==> config.mk <==
export PLATFORM = sky130hd
export DESIGN_NAME = learn_mode_ctrl
export DESIGN_NICKNAME = d
export VERILOG_FILES = /design/src/rtl/learn_mode_ctrl_pkg.sv /design/src/rtl/learn_song_rom.sv /design/src/rtl/learn_mode_ctrl.sv
export SDC_FILE = /design/constraint.sdc
export NUM_CORES = 1
export LEC_CHECK = 0
export ABC_CLOCK_PERIOD_IN_PS = 3770
export CAP_MARGIN = 5
export CORE_MARGIN = 2
export CORE_UTILIZATION = 55
export DETAILED_ROUTE_END_ITERATION = 10
export PLACE_DENSITY = 0.75
export SKIP_CTS_REPAIR_TIMING = 1
export SYNTH_ARGS = -nofsm -noshare
export SYNTH_HDL_FRONTEND = slang
export SYNTH_SLANG_ARGS = --single-unit
==> constraint.sdc <==
create_clock -name clk -period 3.77 [get_ports clk]
set_input_delay 0.754 -clock clk [delete_from_list [all_inputs] [get_ports clk]]
set_output_delay 0.754 -clock clk [all_outputs]
set_load 0.01 [all_outputs]
==> src/rtl/learn_mode_ctrl_pkg.sv <==
// Shared definitions for the piano learn-mode slice: note/mode codes, FSM states, LED helper.
// Optional hint playback is selected with the LEARN_HINT_EN macro.
package learn_mode_ctrl_pkg;

  localparam logic [3:0] NOTE_REST = 4'd0;
  localparam logic [3:0] NOTE_DO   = 4'd1;
  localparam logic [3:0] NOTE_RE   = 4'd2;
  localparam logic [3:0] NOTE_MI   = 4'd3;
  localparam logic [3:0] NOTE_FA   = 4'd4;
  localparam logic [3:0] NOTE_SOL  = 4'd5;
  localparam logic [3:0] NOTE_LA   = 4'd6;
  localparam logic [3:0] NOTE_SI   = 4'd7;

  localparam logic [2:0] MODE_FREE  = 3'b100;
  localparam logic [2:0] MODE_AUTO  = 3'b010;
  localparam logic [2:0] MODE_LEARN = 3'b001;

  typedef enum logic [2:0] {
    S_IDLE   = 3'd0,
    S_FETCH  = 3'd1,
    S_PROMPT = 3'd2,
    S_PLAY   = 3'd3,
    S_ADV    = 3'd4,
    S_DONE   = 3'd5
`ifdef LEARN_HINT_EN
    , S_HINT = 3'd6
`endif
  } state_t;

  // Rest and out-of-range codes leave the LED bank dark.
  function automatic logic [6:0] note_to_led(input logic [3:0] n);
    logic [6:0] r;
    r = '0;
    if (n >= NOTE_DO && n <= NOTE_SI) r = 7'b0000001 << (n - 4'd1);
    return r;
  endfunction

  function automatic logic [7:0] sat_inc(input logic [7:0] v);
    return (v == 8'hFF) ? v : v + 8'd1;
  endfunction

endpackage

==> src/rtl/learn_song_rom.sv <==
// Combinational song table indexed by step; a NOTE_REST entry terminates the song.
module learn_song_rom
  import learn_mode_ctrl_pkg::*;
#(
  parameter int IW = 5
) (
  input  logic [IW-1:0] idx,
  output logic [3:0]    note
);

  always_comb begin
    note = NOTE_REST;
    case (int'(idx))
      0:       note = NOTE_DO;
      1:       note = NOTE_MI;
      2:       note = NOTE_SOL;
      default: note = NOTE_REST;
    endcase
  end

endmodule

==> src/rtl/learn_mode_ctrl.sv <==
// Learn-mode sequencer: prompts each song note on the LEDs, scores the player's presses.
// Define LEARN_HINT_EN to play the expected note after a timeout before advancing.
module learn_mode_ctrl
  import learn_mode_ctrl_pkg::*;
#(
  parameter int SONG_LEN    = 32,
  parameter int TIMEOUT_CYC = 100_000_000,
  parameter int PLAY_CYC    = 25_000_000
) (
  input  logic       clk,
  input  logic       rst,
  input  logic       start,
  input  logic [6:0] keys,
  output logic [3:0] note_out,
  output logic [6:0] led_out,
  output logic [7:0] hit_cnt,
  output logic [7:0] miss_cnt,
  output logic       busy,
  output logic       done
);

  localparam int IW   = (SONG_LEN > 1) ? $clog2(SONG_LEN) : 1;
  localparam int TMAX = (TIMEOUT_CYC > PLAY_CYC) ? TIMEOUT_CYC : PLAY_CYC;
  localparam int TW   = $clog2(TMAX + 1);

  // idx carries one extra bit so that idx == SONG_LEN is representable.
  localparam logic [IW:0]   IDX_END   = SONG_LEN[IW:0];
  localparam logic [TW-1:0] TO_LAST   = TW'(TIMEOUT_CYC - 1);
  localparam logic [TW-1:0] PLAY_LAST = TW'(PLAY_CYC - 1);

  state_t        state, state_n;
  logic [IW:0]   idx, idx_n;
  logic [3:0]    exp_note, exp_n, rom_note;
  logic [TW-1:0] timer, timer_n;
  logic [7:0]    hit_n, miss_n;
  logic [6:0]    k_q, k_p, exp_led;
  logic          press;

  learn_song_rom #(.IW(IW)) u_rom (
    .idx  (idx[IW-1:0]),
    .note (rom_note)
  );

  always_ff @(posedge clk) begin
    if (rst) begin
      k_q <= '0;
      k_p <= '0;
    end else begin
      k_q <= keys;
      k_p <= k_q;
    end
  end

  // A press is a clean single key coming out of a fully released keyboard.
  assign press   = (k_q != '0) && ((k_q & (k_q - 7'd1)) == '0) && (k_p == '0);
  assign exp_led = note_to_led(exp_note);

  always_ff @(posedge clk) begin
    if (rst) begin
      state    <= S_IDLE;
      idx      <= '0;
      exp_note <= NOTE_REST;
      timer    <= '0;
      hit_cnt  <= '0;
      miss_cnt <= '0;
    end else begin
      state    <= state_n;
      idx      <= idx_n;
      exp_note <= exp_n;
      timer    <= timer_n;
      hit_cnt  <= hit_n;
      miss_cnt <= miss_n;
    end
  end

  always_comb begin
    state_n  = state;
    idx_n    = idx;
    exp_n    = exp_note;
    timer_n  = timer;
    hit_n    = hit_cnt;
    miss_n   = miss_cnt;
    note_out = NOTE_REST;
    led_out  = '0;
    busy     = (state != S_IDLE) && (state != S_DONE);
    done     = (state == S_DONE);
    case (state)
      S_IDLE, S_DONE: begin
        if (start) begin
          hit_n   = '0;
          miss_n  = '0;
          idx_n   = '0;
          state_n = S_FETCH;
        end
      end
      S_FETCH: begin
        if (idx == IDX_END || rom_note == NOTE_REST) begin
          state_n = S_DONE;
        end else begin
          exp_n   = rom_note;
          timer_n = '0;
          state_n = S_PROMPT;
        end
      end
      S_PROMPT: begin
        led_out = exp_led;
        // A press in the timeout cycle takes priority over the timeout.
        if (press) begin
          if (k_q == exp_led) begin
            hit_n   = sat_inc(hit_cnt);
            timer_n = '0;
            state_n = S_PLAY;
          end else begin
            miss_n  = sat_inc(miss_cnt);
            timer_n = timer + TW'(1);
          end
        end else if (timer >= TO_LAST) begin
          miss_n = sat_inc(miss_cnt);
`ifdef LEARN_HINT_EN
          timer_n = '0;
          state_n = S_HINT;
`else
          state_n = S_ADV;
`endif
        end else begin
          timer_n = timer + TW'(1);
        end
      end
      S_PLAY: begin
        note_out = exp_note;
        if (timer >= PLAY_LAST) state_n = S_ADV;
        else                    timer_n = timer + TW'(1);
      end
`ifdef LEARN_HINT_EN
      S_HINT: begin
        led_out  = exp_led;
        note_out = exp_note;
        if (timer >= PLAY_LAST) state_n = S_ADV;
        else                    timer_n = timer + TW'(1);
      end
`endif
      S_ADV: begin
        idx_n   = idx + 1'b1;
        state_n = S_FETCH;
      end
      default: state_n = S_IDLE;
    endcase
  end

endmodule

==> run summary, run 1 <==
Layout Utilization = 67.3%
Sum of negative setup slack = 0 ps
Row cnt = 30
H-tree depth = 3
Crit path required time = 3020 ps
DR vias = 3804
Clk pwr share = 30.6%
CTS clock-pin slew for the worst setup and hold paths = 70 ps
Peak VDD IR = 0.336 mV
Diodes inserted = 0
Drt total wl = 9.80 mm
CTS Buf Count = 9
Switching Fraction = 37.2%
Wire per inst = 15.7 um
WHS Endpoint = hit_cnt[6]
Slew headroom = 37.0%
Worst R2R End = hit_cnt[5]
Logic pwr share = 34.7%
First DRT Iteration DRCs = 224
Ports = 39
Hold_sp = hit_cnt[6]
Initial DRT Pass Iterations = 5
Die area = 0.00782 mm2
Average cell area after synthesis = 7.98 um2
FF+latch count, synth = 69
Final antenna-violating net count = 0
Nets = 543
Final worst clock skew = 9.70 ps
Fin area = 0.00459 mm2
Post-synth ARST share = 0%
Synth Flop Type = dfxtp_1
Gr usage total = 26.0%
Root Driver = clkbuf_8
Post-synth cell types = 62
Share of cells above drive strength 1 = 5.29%
Critical path endpoint category = output pin
Max Slew Vio Count = 0
Largest net degree at the start of global routing = 50
GRT met2 Usage = 40.0%
HPWL Detailed = 6.83 mm
Worst-Skew Late Latency = 350 ps
Slowest-stage cell, CP = clkdlybuf4s50_1
Worst Tran Pin Value = 937 ps
Leakage power = 1.49 nW
Hold path cells = 2
Tcrit/Tclk final = 90.7%
Pwr per Cell Area = 524 mW/mm2
Crit path cell chain = inv_1 -> nor2_1 -> nand2_1 -> nor3b_1 -> nand2_1 -> nor2_1 -> clkdlybuf4s50_1
CP max FO = 11
Worst-case reg-to-reg path depth = 9
Minimum clock period after layout = 3420 ps
Commonest non-fill, non-tap cells in the layout = 69 x dfxtp_1, 49 x nor2_1, 39 x nand2_1, 36 x a21oi_1, 36 x clkdlybuf4s50_1
R2R setup slack = 400 ps
Syn_nets = 510
Syn Std Cell Area = 0.00392 mm2
First-pass GRT wire length = 16.0 mm
Gr busiest metal = met2
Design Power = 0.00241 W
Status = complete, no violations
Fmax = 0.292 GHz
Vias in the first global route = 3434
Crit path DAT = 2670 ps
Clk sink count = 69
Internal power = 0.00151 W
Commonest non-fill, non-tap cell in the layout = dfxtp_1
Register area share after synthesis = 35.2%
Reg power frac = 34.8%
Grt ovf = 0
Met3 Use GR = 5.97%
Core area = 0.00683 mm2
Setup-failing EPs final = 0
Yosys warns = 0
Mapped Cells = 491
Area Growth Syn to Fin = 17.2%
Final Hold Fails = 0
Drt via density = 6.09
GP Congestion = 0.857
Port Buf Inserts = 37
R2R Path Start = exp_note[0]
DP Area = 0.00435 mm2
Post-synth EDFFs = 0
Die Span Y = 88.4 um
Hold WC Path Type = flop to flop
Die Wd = 88.4 um
M1 GR Usage = 34.8%
CTS tree = yes
Initial Utilization = 57.4%
CP max stage delay = 580 ps
Fill count = 617
# DRC = 0
Critical Path Source Type = flop
Total of max-cap violations = 0
Unrepaired setup endpoints after global routing = no
Initial antenna violation count = 0
Worst-case clock buffer depth = 2
Critical path class = flop to output pin
Switching power = 0.000896 W
-- flip-flops by register name (all words and copies together) (netlist names) --
register and cells:
timer 27, hit_cnt 8, miss_cnt 8, k_p 7, k_q 7, idx 6, exp_note 3, state 3
-- logic make-up (layout without fill, tap and decap cells) --
family                     count (synthesis)  in the layout  synth area share, %
and+or+nand+nor                          253            253                 35.0
AOI/OAI and AO/OA                        110            110                 19.0
DFF                                       69             69                 35.2
buffers and inverters                     30             68                 3.22
xor gates and xnor gates                  14             14                 3.13
adders and majority gates                  9              9                 2.87
muxes                                      5              5                 1.40
other                                      1              1               0.0957
-- synth_stat cells, drive strengths merged (3+ instances only) --
cell | count | area [um2]
xnor2 | 9 | 78.8
o32a | 3 | 30.0
a32o | 7 | 70.1
nor2 | 50 | 190
nor2b | 17 | 106
xor2 | 5 | 43.8
nor3b | 7 | 52.6
a31oi | 3 | 18.8
nand3b | 3 | 22.5
nor3 | 22 | 110
and4 | 6 | 52.6
o2bb2ai | 7 | 61.3
or3b | 6 | 52.6
ha | 9 | 113
or3 | 6 | 37.5
clkbuf | 12 | 45.0
and3 | 11 | 68.8
nand3 | 32 | 160
o31ai | 7 | 52.6
nand4 | 12 | 75.1
and2 | 7 | 43.8
inv | 9 | 33.8
a211oi | 4 | 42.5
mux2i | 4 | 40.0
or4 | 7 | 56.3
o21ai | 23 | 115
nand2 | 39 | 146
a21oi | 37 | 189
dfxtp | 69 | 1380
buf | 8 | 43.8
nand2b | 4 | 25.0
nor4 | 15 | 93.8
-- critical path: cells and delay by family (launching register included) --
kind	cells	cell delay, ps
buffers and inverters	2	680
flip-flops	1	510
AND/OR/NAND/NOR	5	1140
-- through the flow --
stage | setup WS [ps] | hold slack (ps) | cells
final | 349 | 497 | 625
after detailed placement | 558 | 492 | 609
after global routing | 46.8 | 539 | 625
after global placement | 664 | 474 | 609
after floorplan | 830 | 465 | 491
after CTS | 371 | 503 | 625
-- layer usage --
metal  vias up  share of wire [%]
li1       1908                  -
met1      1763                 48
met2       111                 44
met3        22                5.7
met4         0                2.3
met5         -                  0
-- layout make-up --
type / count / area (um2) / area share [%]
clock buffers: 12 / 145 / 3.16
clock inverters: 4 / 95.1 / 2.07
inverters: 10 / 37.5 / 0.817
multi-input cells: 392 / 2410 / 52.5
flip-flops and latches: 69 / 1380 / 30.1
well taps: 96 / 120 / 2.61
repair buffers: 42 / 403 / 8.77
-- power groups by stage --
stage          clock (W)  combinational, W  sequential (W)
2_1_floorplan          0          0.000639        0.000806
3_3_place_gp           0          0.000803        0.000851
3_5_place_dp           0          0.000819        0.000853
4_1_cts         0.000749          0.000826        0.000835
5_1_grt         0.000783          0.000921        0.000848
6_report        0.000736          0.000835        0.000837
-- worst max-delay path by stage --
stage	from	to	slack (ps)	cells after the start
2_1_floorplan	exp_note[0]	hit_cnt[7]	830	12
3_3_place_gp	exp_note[0]	hit_cnt[5]	660	9
3_5_place_dp	exp_note[0]	hit_cnt[7]	560	9
4_1_cts	state[1]	led_out[6]	370	7
5_1_grt	exp_note[0]	hit_cnt[7]	50	9
6_report	state[1]	led_out[6]	350	7
(Power assumes the default switching activity.)
==> run 2: changes to the inputs <==
DONT_BUFFER_PORTS = 1   (was unset)
PLACE_DENSITY = 0.68   (was 0.75)
==> run 2 against run 1 <==
Combinational power fell by 6.7%; critical path depth increased by 3; first-iteration DRC count grew 14%; count of clock-buffer cells in the layout unchanged; design area decreased by 9.0%; sequential share of layout area up 3.0 points; sequential power grew 0.6%; register-to-register slack better by 110 ps; worst hold slack worse by 13 ps; critical endpoint is now timer[24].
==> run summary, run 2 (synthesis results as in run 1) <==
Minimum clock period after layout = 3260 ps (-164 ps)
Crit path required time = 3990 ps (+970 ps)
HPWL Detailed = 6.57 mm (-3.8%)
Multi-input gate area in the final layout = 0.00241 mm2 (unchanged)
Sum of negative setup slack = 0 ps (unchanged)
Initial antenna violation count = 0 (unchanged)
Largest register FFs = 27 (unchanged)
Crit path DAT = 3480 ps (+810 ps)
Root Driver = clkbuf_8
CP most frequent cell = nor2_1
GP Congestion = 0.819 (-4.5%)
Worst-case clock buffer depth = 2 (unchanged)
Area Growth Syn to Fin = 6.67%
Unrepaired setup endpoints after global routing = no
# DRC = 0 (unchanged)
Status = complete, no violations
CP max FO = 11 (unchanged)
Final antenna-violating net count = 0 (unchanged)
CP max stage delay = 580 ps (about the same)
DR vias = 3668 (-3.6%)
Peak VDD IR = 0.285 mV (-15%)
Leakage power = 1.33 nW (-10%)
Commonest non-fill, non-tap cell in the layout = dfxtp_1
CTS clock-pin slew for the worst setup and hold paths = 70 ps (about the same)
Drt total wl = 9.38 mm (-4.4%)
H-tree depth = 3 (unchanged)
Grt ovf = 0 (unchanged)
Biggest register = timer
CTS Buf Count = 9 (unchanged)
Drt via density = 6.24 (+2.5%)
Hold WC Path Type = input pin to flop
Setup-failing EPs final = 0 (unchanged)
Initial DRT Pass Iterations = 5 (unchanged)
Gr usage total = 24.6% (-1.4 points)
Final worst clock skew = 7.41 ps (-2.29 ps)
Critical path class = flop to flop
Worst-Skew Late Latency = 340 ps (about the same)
Commonest non-fill, non-tap cells in the layout = 69 x dfxtp_1, 49 x nor2_1, 39 x nand2_1, 36 x a21oi_1, 32 x nand3_1
Clk sink count = 69 (unchanged)
Wire per inst = 15.9 um (+1.7%)
Port Buf Inserts = 0 (-100%)
Met2 routed WL = 4.20 mm (-3.4%)
CTS tree = yes
Crit path cell chain = nor2_1 -> ha_1 -> nor2b_1 -> nor2_1 -> o32a_1 -> nor4_1 -> a21oi_2 -> o31ai_1 -> buf_4 -> a21oi_1
Ports = 39 (unchanged)
Largest net degree at the start of global routing = 51 (+2.0%)
Total area of sequential cells = 0.00138 mm2 (unchanged)
Fill count = 645 (+4.5%)
Tcrit/Tclk final = 86.4% (-4.4 points)
Nets = 506 (-6.8%)
Die area = 0.00782 mm2 (unchanged)
Fmax = 0.307 GHz (+5.0%)
M1 wire length = 4.51 mm (-3.6%)
Worst Path Buf+Inv = 1 (-1)
Pwr per Cell Area = 529 mW/mm2 (+0.97%)
Final Hold Fails = 0 (unchanged)
Met3 wire len = 585 um (+5.4%)
First DRT Iteration DRCs = 255 (+14%)
Vias in the first global route = 3286 (-4.3%)
Initial Utilization = 57.4% (unchanged)
Diodes inserted = 0 (unchanged)
DR top layer = met4
Die Span Y = 88.4 um (unchanged)
Worst Tran Pin Value = 937 ps (-0.229 ps)
Row cnt = 30 (unchanged)
Max Slew Vio Count = 0 (unchanged)
Critical Path Source Type = flop
Slew headroom = 37.0% (about the same)
Share of cells above drive strength 1 = 5.49% (+0.19 points)
Total of max-cap violations = 0 (unchanged)
Top flop regs = timer (27), hit_cnt (8), miss_cnt (8)
Min Hold Slack = 484 ps (-13.1 ps)
Die Wd = 88.4 um (unchanged)
First-pass GRT wire length = 15.3 mm (-4.3%)
Core area = 0.00683 mm2 (unchanged)
Crit-path leading delay family = simple AND/OR/NAND/NOR gates
Critical path endpoint category = flop
Slowest-stage cell, CP = nor4_1
run 2: cell types whose count changed in the layout (fill, tap and decap cells not counted), sizes merged:
cell,before,now
clkdlybuf4s50,36,0
bufinv,3,1
buf,6,5
clkinv,2,3
clkinvlp,0,1
run 2: final cells by class:
cell class | instances | share of cell area [%]
Clock inverter | 4 | 1.14
Inverter | 10 | 0.898
Clock buffer | 12 | 3.47
Sequential cell | 69 | 33.0
Multi-Input combinational cell | 392 | 57.7
Timing Repair Buffer | 5 | 0.898
Tap cell | 96 | 2.87
run 2: report_power, final:
group / internal [W] / switching [W]
Combinational: 0.000256 / 0.000523
Sequential: 0.000764 / 0.0000779
Clock: 0.000322 / 0.000270
run 2: path summary, 6_finish.rpt:
| kind | from | end | slack [ps] | cells after the start |
|---|---|---|---|---|
| setup / recovery | exp_note[0] | timer[24] | 510 | 10 |
| hold / removal | rst | idx[1] | 480 | 1 |
| setup reg to reg | exp_note[0] | timer[24] | 510 | 10 |
| hold reg to reg | idx[4] | idx[4] | 500 | 2 |
run 2: metrics by stage:
step / instance area, um2 / setup WS, ps / utilization (%) / total power (W) / cells
after floorplan: 3920 / 830 / - / 0.00144 / 491
after global placement: 3990 / 611 / 58.4 / 0.00161 / 572
after detailed placement: 3990 / 539 / 58.4 / 0.00163 / 572
after CTS: 4180 / 510 / 61.2 / 0.00223 / 588
after global routing: 4180 / 230 / 61.2 / 0.00237 / 588
final: 4180 / 513 / 61.2 / 0.00221 / 588
run 2: per-layer routing:
layer	GRT usage [%]	vias to the layer above
met4	5.37	0
met3	7.09	9
met5	0	-
li1	-	1825
met2	39.1	104
met1	33.5	1730
